--- config.mk ---
export PLATFORM = sky130hd
export DESIGN_NAME = mul_div_unit
export DESIGN_NICKNAME = d
export VERILOG_FILES = /design/src/rtl/mul_div_unit_pkg.sv /design/src/rtl/mul_div_unit_booth_recoder.sv /design/src/rtl/mul_div_unit.sv
export SDC_FILE = /design/constraint.sdc
export NUM_CORES = 1
export LEC_CHECK = 0
export CAP_MARGIN = 20
export CORE_MARGIN = 4
export CORE_UTILIZATION = 45
export DETAILED_ROUTE_END_ITERATION = 8
export PLACE_DENSITY_LB_ADDON = 0.2
export SLEW_MARGIN = 20
export SYNTH_ARGS = -nofsm -noshare
export SYNTH_HDL_FRONTEND = slang
export SYNTH_SLANG_ARGS = --single-unit
--- constraint.sdc ---
create_clock -name clock -period 7.3 [get_ports clock]
set_clock_uncertainty 0.15 [all_clocks]
set_input_delay 1.46 -clock clock [delete_from_list [all_inputs] [get_ports clock]]
set_output_delay 1.46 -clock clock [all_outputs]
set_load 0.05 [all_outputs]
--- src/rtl/mul_div_unit_pkg.sv ---
// Shared definitions for the signed 32-bit multiply/divide unit: op encoding,
// FSM states, widths, iteration counts and a magnitude helper.
package mul_div_unit_pkg;

  localparam int DATA_W    = 32;
  localparam int MUL_STEPS = 16;
  localparam int DIV_STEPS = 32;
  localparam int CNT_W     = 6;

  localparam logic OP_MUL = 1'b0;
  localparam logic OP_DIV = 1'b1;

  typedef enum logic [2:0] {
    IDLE,
    MUL_ITER,
    DIV_ITER,
    FIXUP,
    DONE
  } state_e;

  function automatic logic [DATA_W-1:0] magnitude(input logic signed [DATA_W-1:0] v);
    return v[DATA_W-1] ? -v : v;
  endfunction

endpackage

--- src/rtl/mul_div_unit_booth_recoder.sv ---
// Radix-4 Booth recoder: maps a 3-bit multiplier window onto a partial
// product of {0, +-1, +-2} x multiplicand, sign-extended to DATA_W+2 bits.
module booth_recoder
  import mul_div_unit_pkg::*;
(
  input  logic [2:0]               window,
  input  logic signed [DATA_W-1:0] mcand,
  output logic signed [DATA_W+1:0] pp
);

  logic signed [DATA_W+1:0] m_ext;

  always_comb begin
    m_ext = {{2{mcand[DATA_W-1]}}, mcand};
    pp    = '0;
    unique case (window)
      3'b001, 3'b010: pp = m_ext;
      3'b011:         pp = m_ext <<< 1;
      3'b100:         pp = -(m_ext <<< 1);
      3'b101, 3'b110: pp = -m_ext;
      default:        pp = '0;
    endcase
  end

endmodule

--- src/rtl/mul_div_unit.sv ---
// Iterative signed multiply (radix-4 Booth, 16 steps) and divide (restoring,
// 32 steps + sign fixup) sharing one accumulator and one step counter.
module mul_div_unit
  import mul_div_unit_pkg::*;
(
  input  logic                     clock,
  input  logic                     reset,
  input  logic                     start,
  input  logic                     op,
  input  logic signed [DATA_W-1:0] a,
  input  logic signed [DATA_W-1:0] b,
  output logic                     busy,
  output logic                     done,
  output logic [2*DATA_W-1:0]      result
);

  state_e                   state_q, state_d;
  logic [CNT_W-1:0]         cnt_q, cnt_d;
  logic signed [DATA_W-1:0] a_q, a_d, b_q, b_d;
  logic [2*DATA_W-1:0]      acc_q, acc_d;
  logic [2*DATA_W-1:0]      result_q, result_d;

  // Booth step: partial product weighted by 4^step, added into the accumulator
  logic [DATA_W:0]            mplier_ext;
  logic [2:0]                 window;
  logic signed [DATA_W+1:0]   pp;
  logic signed [2*DATA_W-1:0] pp_ext;
  logic [2*DATA_W-1:0]        acc_mul_next;

  assign mplier_ext   = {b_q, 1'b0};
  assign window       = mplier_ext[{cnt_q[3:0], 1'b0} +: 3];
  assign pp_ext       = {{(DATA_W-2){pp[DATA_W+1]}}, pp};
  assign acc_mul_next = acc_q + (pp_ext << {cnt_q[3:0], 1'b0});

  booth_recoder u_booth (
    .window (window),
    .mcand  (a_q),
    .pp     (pp)
  );

  // Restoring divide: acc holds {partial remainder, dividend/quotient bits}
  logic [DATA_W-1:0] dvs;
  logic [DATA_W:0]   shifted, diff;
  logic [DATA_W-1:0] q_fix, r_fix;

  assign dvs     = magnitude(b_q);
  assign shifted = {acc_q[2*DATA_W-1:DATA_W], acc_q[DATA_W-1]};
  assign diff    = shifted - {1'b0, dvs};
  assign q_fix   = (a_q[DATA_W-1] ^ b_q[DATA_W-1]) ? -acc_q[DATA_W-1:0] : acc_q[DATA_W-1:0];
  assign r_fix   = a_q[DATA_W-1] ? -acc_q[2*DATA_W-1:DATA_W] : acc_q[2*DATA_W-1:DATA_W];

  always_comb begin
    state_d  = state_q;
    cnt_d    = cnt_q;
    a_d      = a_q;
    b_d      = b_q;
    acc_d    = acc_q;
    result_d = result_q;
    unique case (state_q)
      IDLE: begin
        if (start) begin
          a_d   = a;
          b_d   = b;
          cnt_d = '0;
          if (op == OP_MUL) begin
            acc_d   = '0;
            state_d = MUL_ITER;
          end else if (b == '0) begin
            result_d = {a, {DATA_W{1'b1}}};
            state_d  = DONE;
          end else begin
            acc_d   = {{DATA_W{1'b0}}, magnitude(a)};
            state_d = DIV_ITER;
          end
        end
      end
      MUL_ITER: begin
        acc_d = acc_mul_next;
        cnt_d = cnt_q + 1'b1;
        if (cnt_q == CNT_W'(MUL_STEPS - 1)) begin
          result_d = acc_mul_next;
          state_d  = DONE;
        end
      end
      DIV_ITER: begin
        if (!diff[DATA_W]) acc_d = {diff[DATA_W-1:0], acc_q[DATA_W-2:0], 1'b1};
        else               acc_d = {shifted[DATA_W-1:0], acc_q[DATA_W-2:0], 1'b0};
        cnt_d = cnt_q + 1'b1;
        if (cnt_q == CNT_W'(DIV_STEPS - 1)) state_d = FIXUP;
      end
      FIXUP: begin
        result_d = {r_fix, q_fix};
        state_d  = DONE;
      end
      DONE:    state_d = IDLE;
      default: state_d = IDLE;
    endcase
  end

  always_ff @(posedge clock or posedge reset) begin
    if (reset) begin
      state_q  <= IDLE;
      cnt_q    <= '0;
      a_q      <= '0;
      b_q      <= '0;
      acc_q    <= '0;
      result_q <= '0;
    end else begin
      state_q  <= state_d;
      cnt_q    <= cnt_d;
      a_q      <= a_d;
      b_q      <= b_d;
      acc_q    <= acc_d;
      result_q <= result_d;
    end
  end

  assign busy   = (state_q != IDLE);
  assign done   = (state_q == DONE);
  assign result = result_q;

endmodule
==> results of run 1 <==
layout by cell type, fill, tap and decap left out, drive strengths merged, types with 12 or more instances in the layout:
master	netlist	layout
nand2	256	256
nor2	245	245
a21oi	214	214
o21ai	204	204
dfrtp	201	201
xnor2	140	140
clkdlybuf4s50	0	133
ha	105	105
xor2	102	102
buf	35	90
mux2i	78	78
mux2	74	74
a21o	61	61
a221oi	61	61
nor3	54	54
inv	53	54
o31ai	40	40
clkbuf	135	39
nand3	37	37
o211ai	32	32
a22oi	32	32
nand2b	31	31
a31oi	31	31
or3	31	31
o21bai	26	26
nor4	26	26
or4	24	24
nand4	23	23
and2	20	20
a222oi	18	18
and3	17	17
o41ai	17	17
o21a	16	16
mux4	16	16
a221o	15	15
a211oi	14	14
nor2b	13	13
or2	12	12
through the flow:
step	cells	setup TNS, ns	setup slack [ns]	cell area, µm²	hold slack (ns)
after global placement	3272	0	0.164	23100	0.328
after detailed placement	3272	0	0.0741	23100	0.336
after CTS	3324	0	0.0215	24100	0.349
after floorplan	2621	0	0.208	21000	0.376
final	3328	0	0.259	24200	0.345
after global routing	3327	-0.0106	-0.00582	24200	0.365
synth_stat cells, types with 61 or more instances:
library cell | count | share of area
a21oi_1 | 213 | 0.051
ha_1 | 105 | 0.063
dfrtp_1 | 201 | 0.24
mux2i_1 | 78 | 0.037
mux2_2 | 73 | 0.039
nand2_1 | 256 | 0.046
nor2_1 | 244 | 0.044
a21o_1 | 61 | 0.022
xnor2_1 | 140 | 0.058
clkbuf_1 | 130 | 0.023
xor2_1 | 102 | 0.043
o21ai_0 | 201 | 0.048
final timing paths:
path                       cells past startpoint        from         end  slack [ns]
setup / recovery                              25      a_q[1]  result[57]        0.26
hold / removal                                 1  result[15]  result[15]        0.34
setup reg to reg                              25      a_q[1]  result[57]        0.26
hold reg to reg                                1  result[15]  result[15]        0.34
max in group asynchronous                      3       reset   result[8]        4.66
min in group asynchronous                      2       reset   acc_q[40]        1.17
flip-flops by register name (all words and copies together) (netlist names):
signal	cells
a_q	32
cnt_q	6
result	64
acc_q	64
b_q	32
state_q	3
cell type report:
class,count,area [µm²]
diodes,2,5.00
clock buffers,39,812
clock inverters,13,171
fillers,4402,21600
inverters,54,210
multi-input cells,2196,15100
flip-flops and latches,201,5030
well taps,600,751
repair buffers,223,2070
cell families (layout without fill, tap and decap cells):
group / after synthesis / after routing
adder cells (fa/ha/maj): 107 / 107
multiplexers: 168 / 168
other: 0 / 2
AND/OR/NAND/NOR: 808 / 808
XOR/XNOR: 242 / 242
buffers and inverters: 224 / 329
AO/OA/AOI/OAI: 871 / 871
flip-flops: 201 / 201
critical path, cell delays in order (launching register included):
cell	delay [ns]
dfrtp_1	0.46
inv_1	0.13
ha_2	0.22
or3b_2	0.52
or4_4	0.65
or3_4	0.41
xor2_1	0.16
a22o_1	0.20
a21oi_2	0.12
a21boi_2	0.11
mux2_4	0.30
o311a_2	0.33
o21ai_0	0.20
mux2i_1	0.23
ha_1	0.34
buf_4	0.17
and3_1	0.21
a221o_1	0.33
a31oi_1	0.18
o22ai_1	0.19
o21a_1	0.30
a41o_1	0.30
a41oi_1	0.24
xnor2_1	0.17
nand2_1	0.12
a31oi_1	0.23
timing repair:
action | CTS | global route
gates resized for setup | 0 | 28
setup buffers | 0 | 2
endpoints found under the setup margin | 0 | 54
layer usage:
layer,part of all wire,vias up,wire length [µm]
li1,-,9944,-
met1,0.41,10600,35500
met2,0.44,1015,37600
met3,0.081,241,6970
met4,0.068,6,5830
met5,0.00038,-,33
==> results.py, run 1 <==
metrics = {
    "yosys": {
        "synth_edf_count": 0,
        "seq_area_frac_synth": 0.239,
        "synthArstFlopShare": 1.00,
        "synth_top_family_by_area": "compound AO/OA/AOI/OAI gates",
        "muxShareOfSynthArea": 0.0942,
        "synth.net_count": 2796,
        "syn_inst": 2621,
        "synthAdderAreaFrac": 0.0645,
        "ys_seq_elements": 201,
        "syn_area_per_cell_um2": 8.01,
        "synth.distinct_cells": 94,
        "synth_compound_area_frac": 0.274,
        "yosys_warnings": 0,
        "netlist_area_um2": 21000,
        "synth_xor_area_frac": 0.101,
        "synth_simple_gate_area_frac": 0.181,
        "synth_top_flop_cell": "dfrtp_1",
    },
    "grt": {
        "grt_first_pass_wirelength_mm": 128,
        "use_met3": 0.0571,
        "grt_max_degree": 120,
        "grtUsageMet1": 0.435,
        "first_global_vias": 20400,
        "antenna_found_initial": 4,
        "grt-ovfl-total": 0,
        "grtUsageTotal": 0.326,
        "use_met2": 0.503,
        "top_usage_layer": "met2",
    },
    "cts": {
        "clockRootBuffer": "clkbuf_16",
        "cts-htree-levels": 1,
        "cts-buffers-inserted": 28,
        "postCtsHoldBufs": 0,
        "cts_sinks": 201,
        "clk_pin_slew_ns": 0.06,
        "cts_tree": "built",
        "clockBufferDepth": 3,
        "worstSkewPairLatency_ns": 0.60,
    },
    "outcome": {
        "outcome": "finished, final reports clean",
    },
    "timing": {
        "fin_crit_sh": 0.965,
        "slew_violations": 0,
        "max_freq_mhz": 142,
        "hold_viol_final": 0,
        "slew_headroom": 0.217,
        "tightest_slew_ns": 1.17,
        "setup_viol": 0,
        "min_period_ns": 7.04,
    },
    "critical_path": {
        "worstPathArrival_ns": 7.41,
        "critPathLaunchType": "flop",
        "cp_max_fo": 9,
        "setup.worst_path.class": "reg -> reg",
        "endpoint_kind": "flop",
        "cp_data_required_time_ns": 7.66,
    },
    "floorplanning": {
        "die_area_um2": 50200,
        "die_y_um": 224,
        "io_pins": 134,
        "core_um2": 45800,
        "start_util": 0.459,
        "fp.dieW_um": 224,
        "rows": 78,
    },
    "routing": {
        "route.vias.total": 21800,
        "wl_per_cell_um": 25.8,
        "dr.pass1.iters": 8,
        "dr.first_iter.drc_count": 2740,
        "wl_mm": 85.9,
        "drcViolationCount": 0,
        "viasPerCell": 6.54,
        "ant_nets": 0,
    },
    "placement": {
        "io_buffers": 133,
        "routabilityCongestion": 1.00,
        "dp_hpwl_mm": 65.8,
    },
    "finish": {
        "fin_util": 0.528,
        "area_growth_pct": 15.1,
        "nets": 2879,
        "drive_gt1_frac": 0.105,
    },
    "flow_run": {
        "maxCapViolations": 0,
    },
    "worst_hold_path": {
        "hp-class": "reg -> reg",
    },
}
Power of run 1 is left out: the tool's default activity adds up to more than one toggle a clock period on the data nets, which glitch-free logic cannot reach.
==> inputs of run 2 (changes only) <==
Settings changed: SYNTH_HIERARCHICAL from default to 1.
Clock period 7.3 ns to 8.76 ns, I/O delays scaled along.
==> results.py, run 2 <==
metrics = {
    "cts": {
        "clk_pin_slew_ns": 0.06,
        "worstSkewPairLatency_ns": 0.59,
        "cts_tree": "built",
        "clockRootBuffer": "clkbuf_16",
        "post_cts_buffers": 0,
        "postCtsHoldBufs": 0,
        "cts-htree-levels": 1,
        "cts-buffers-inserted": 27,
        "cts_sinks": 201,
        "clockBufferDepth": 3,
        "cts_resized": 0,
    },
    "worst_hold_path": {
        "hp-class": "reg -> reg",
        "hold_end": "result[41]",
        "holdPathStages": 2,
        "holdCritStartpoint": "result[41]",
    },
    "placement": {
        "dp_hpwl_mm": 69.4,
        "io_buffers": 133,
        "routabilityCongestion": 1.02,
    },
    "floorplanning": {
        "io_pins": 134,
        "die_area_um2": 49600,
        "fp.dieW_um": 223,
        "die_y_um": 223,
        "rows": 78,
        "core_um2": 45500,
        "start_util": 0.456,
    },
    "grt": {
        "antenna_found_initial": 6,
        "grt_first_pass_wirelength_mm": 134,
        "grt_max_degree": 80,
        "grt-ovfl-total": 0,
        "grtUsageTotal": 0.350,
        "first_global_vias": 20300,
    },
    "timing": {
        "fin_crit_sh": 0.941,
        "hold_viol_final": 0,
        "min_period_ns": 8.24,
        "slew_headroom": 0.297,
        "max_freq_mhz": 121,
        "slew_violations": 0,
        "setup_viol": 0,
        "rsz0062_at_grt": "false",
        "fin_tns_setup_ns": 0,
        "tightest_slew_ns": 1.04,
    },
    "yosys": {
        "synthArstFlopShare": 1.00,
        "synth.distinct_cells": 84,
        "synth_top_cells_by_area": "dfrtp_1 (24%), ha_1 (6.1%), xnor2_1 (6.1%), a21oi_1 (5.5%), o21ai_0 (5.2%)",
        "yosys-top-cells-count": "nand2_1 (257), a21oi_1 (227), nor2_1 (224), o21ai_0 (216), dfrtp_1 (201)",
        "synth.net_count": 2801,
        "yosys.area.top_type_share": 0.242,
        "synth_most_common_cell": "nand2_1",
        "ys_seq_elements": 201,
        "yosys_warnings": 6,
        "synth_top_flop_cell": "dfrtp_1",
        "netlist_area_um2": 20800,
        "seq_area_frac_synth": 0.242,
        "syn_inst": 2630,
        "syn_area_per_cell_um2": 7.89,
        "yosys.area.top_type": "dfrtp_1",
        "synth_edf_count": 0,
    },
    "routing": {
        "viasPerCell": 6.61,
        "route.vias.total": 21600,
        "drcViolationCount": 0,
        "dr.pass1.iters": 5,
        "wl_per_cell_um": 27.7,
        "ant_nets": 0,
        "wl_mm": 90.7,
        "dr.first_iter.drc_count": 2347,
    },
    "critical_path": {
        "cp_data_required_time_ns": 9.01,
        "crit_path_top_delay_cell": "dfrtp_2",
        "worstPathArrival_ns": 8.49,
        "timing.rr.start": "cnt_q[2]",
        "rr_endpoint": "result[61]",
        "critPathMaxStageDelay_ns": 0.48,
        "cp_max_fo": 51,
        "rr_worst_depth": 28,
        "critPathLaunchType": "flop",
        "crit_path_frequent_cell": "o21ai_0",
        "endpoint_kind": "flop",
        "setup.worst_path.class": "reg -> reg",
        "reg2reg_slack_ns": 0.52,
    },
    "flow_run": {
        "maxCapViolations": 0,
    },
    "finish": {
        "drive_gt1_frac": 0.0868,
        "nets": 2824,
        "final_cell_mix": "nand2_1 (256), a21oi_1 (227), nor2_1 (222)",
        "area_growth_pct": 13.0,
        "fin_util": 0.516,
        "final_common_cell": "nand2_1",
    },
    "outcome": {
        "outcome": "finished, final reports clean",
    },
}
## run 2: worst max-delay path by stage
stage	startpoint	slack (ns)	depth (start not counted)	endpoint
2_1_floorplan	reset	1.38	1	a_q[0]
3_3_place_gp	cnt_q[1]	0.77	24	result[61]
3_5_place_dp	cnt_q[2]	0.60	28	result[61]
4_1_cts	cnt_q[2]	0.58	28	result[61]
5_1_grt	cnt_q[2]	0.16	28	result[61]
6_report	cnt_q[2]	0.52	28	result[61]
## run 2: through the flow
step           setup WS (ns)  hold slack [ns]  std cells  cell area, µm²
5_1_grt                0.158            0.375       3272           23400
2_1_floorplan           1.38            0.325       2630           20800
3_3_place_gp           0.766            0.313       3224           22500
6_report               0.521            0.335       3275           23400
3_5_place_dp           0.605            0.323       3224           22500
4_1_cts                0.580            0.336       3272           23400
## run 2: cell type report
| cell class | count | area, µm² |
|---|---|---|
| repair buffers | 182 | 1690 |
| inverters | 53 | 206 |
| clock inverters | 12 | 149 |
| diodes | 3 | 7.51 |
| well taps | 600 | 751 |
| fillers | 4465 | 22000 |
| multi-input cells | 2188 | 14900 |
| flip-flops and latches | 201 | 5030 |
| clock buffers | 36 | 749 |
## run 2: cells by family (layout without fill, tap and decap cells)
family,Yosys count,in the layout,share of synthesized area
AOI/OAI and AO/OA,879,879,0.272
muxes,161,161,0.0906
buffers and inverters,241,283,0.0450
other,0,3,0
adders and majority gates,103,103,0.0628
xor gates and xnor gates,239,239,0.101
and+or+nand+nor,806,806,0.186
DFF,201,201,0.242
## run 2: routing by layer
metal | wire length (µm) | vias to the layer above | global-route usage
met4 | 5360 | 2 | 0.165
li1 | - | 9850 | -
met2 | 39900 | 997 | 0.545
met1 | 38400 | 10600 | 0.475
met3 | 6980 | 196 | 0.0587
met5 | 13 | - | 0
## run 2: critical path: cells and delay by family, from the launching register on
kind / cells / cell delay (ns)
flops: 1 / 0.48
simple gates: 5 / 0.87
mux: 3 / 0.79
fa+ha+maj: 1 / 0.44
buf+inv: 5 / 1.43
compound gates: 14 / 3.89
Power of run 2 is left out for the same reason.
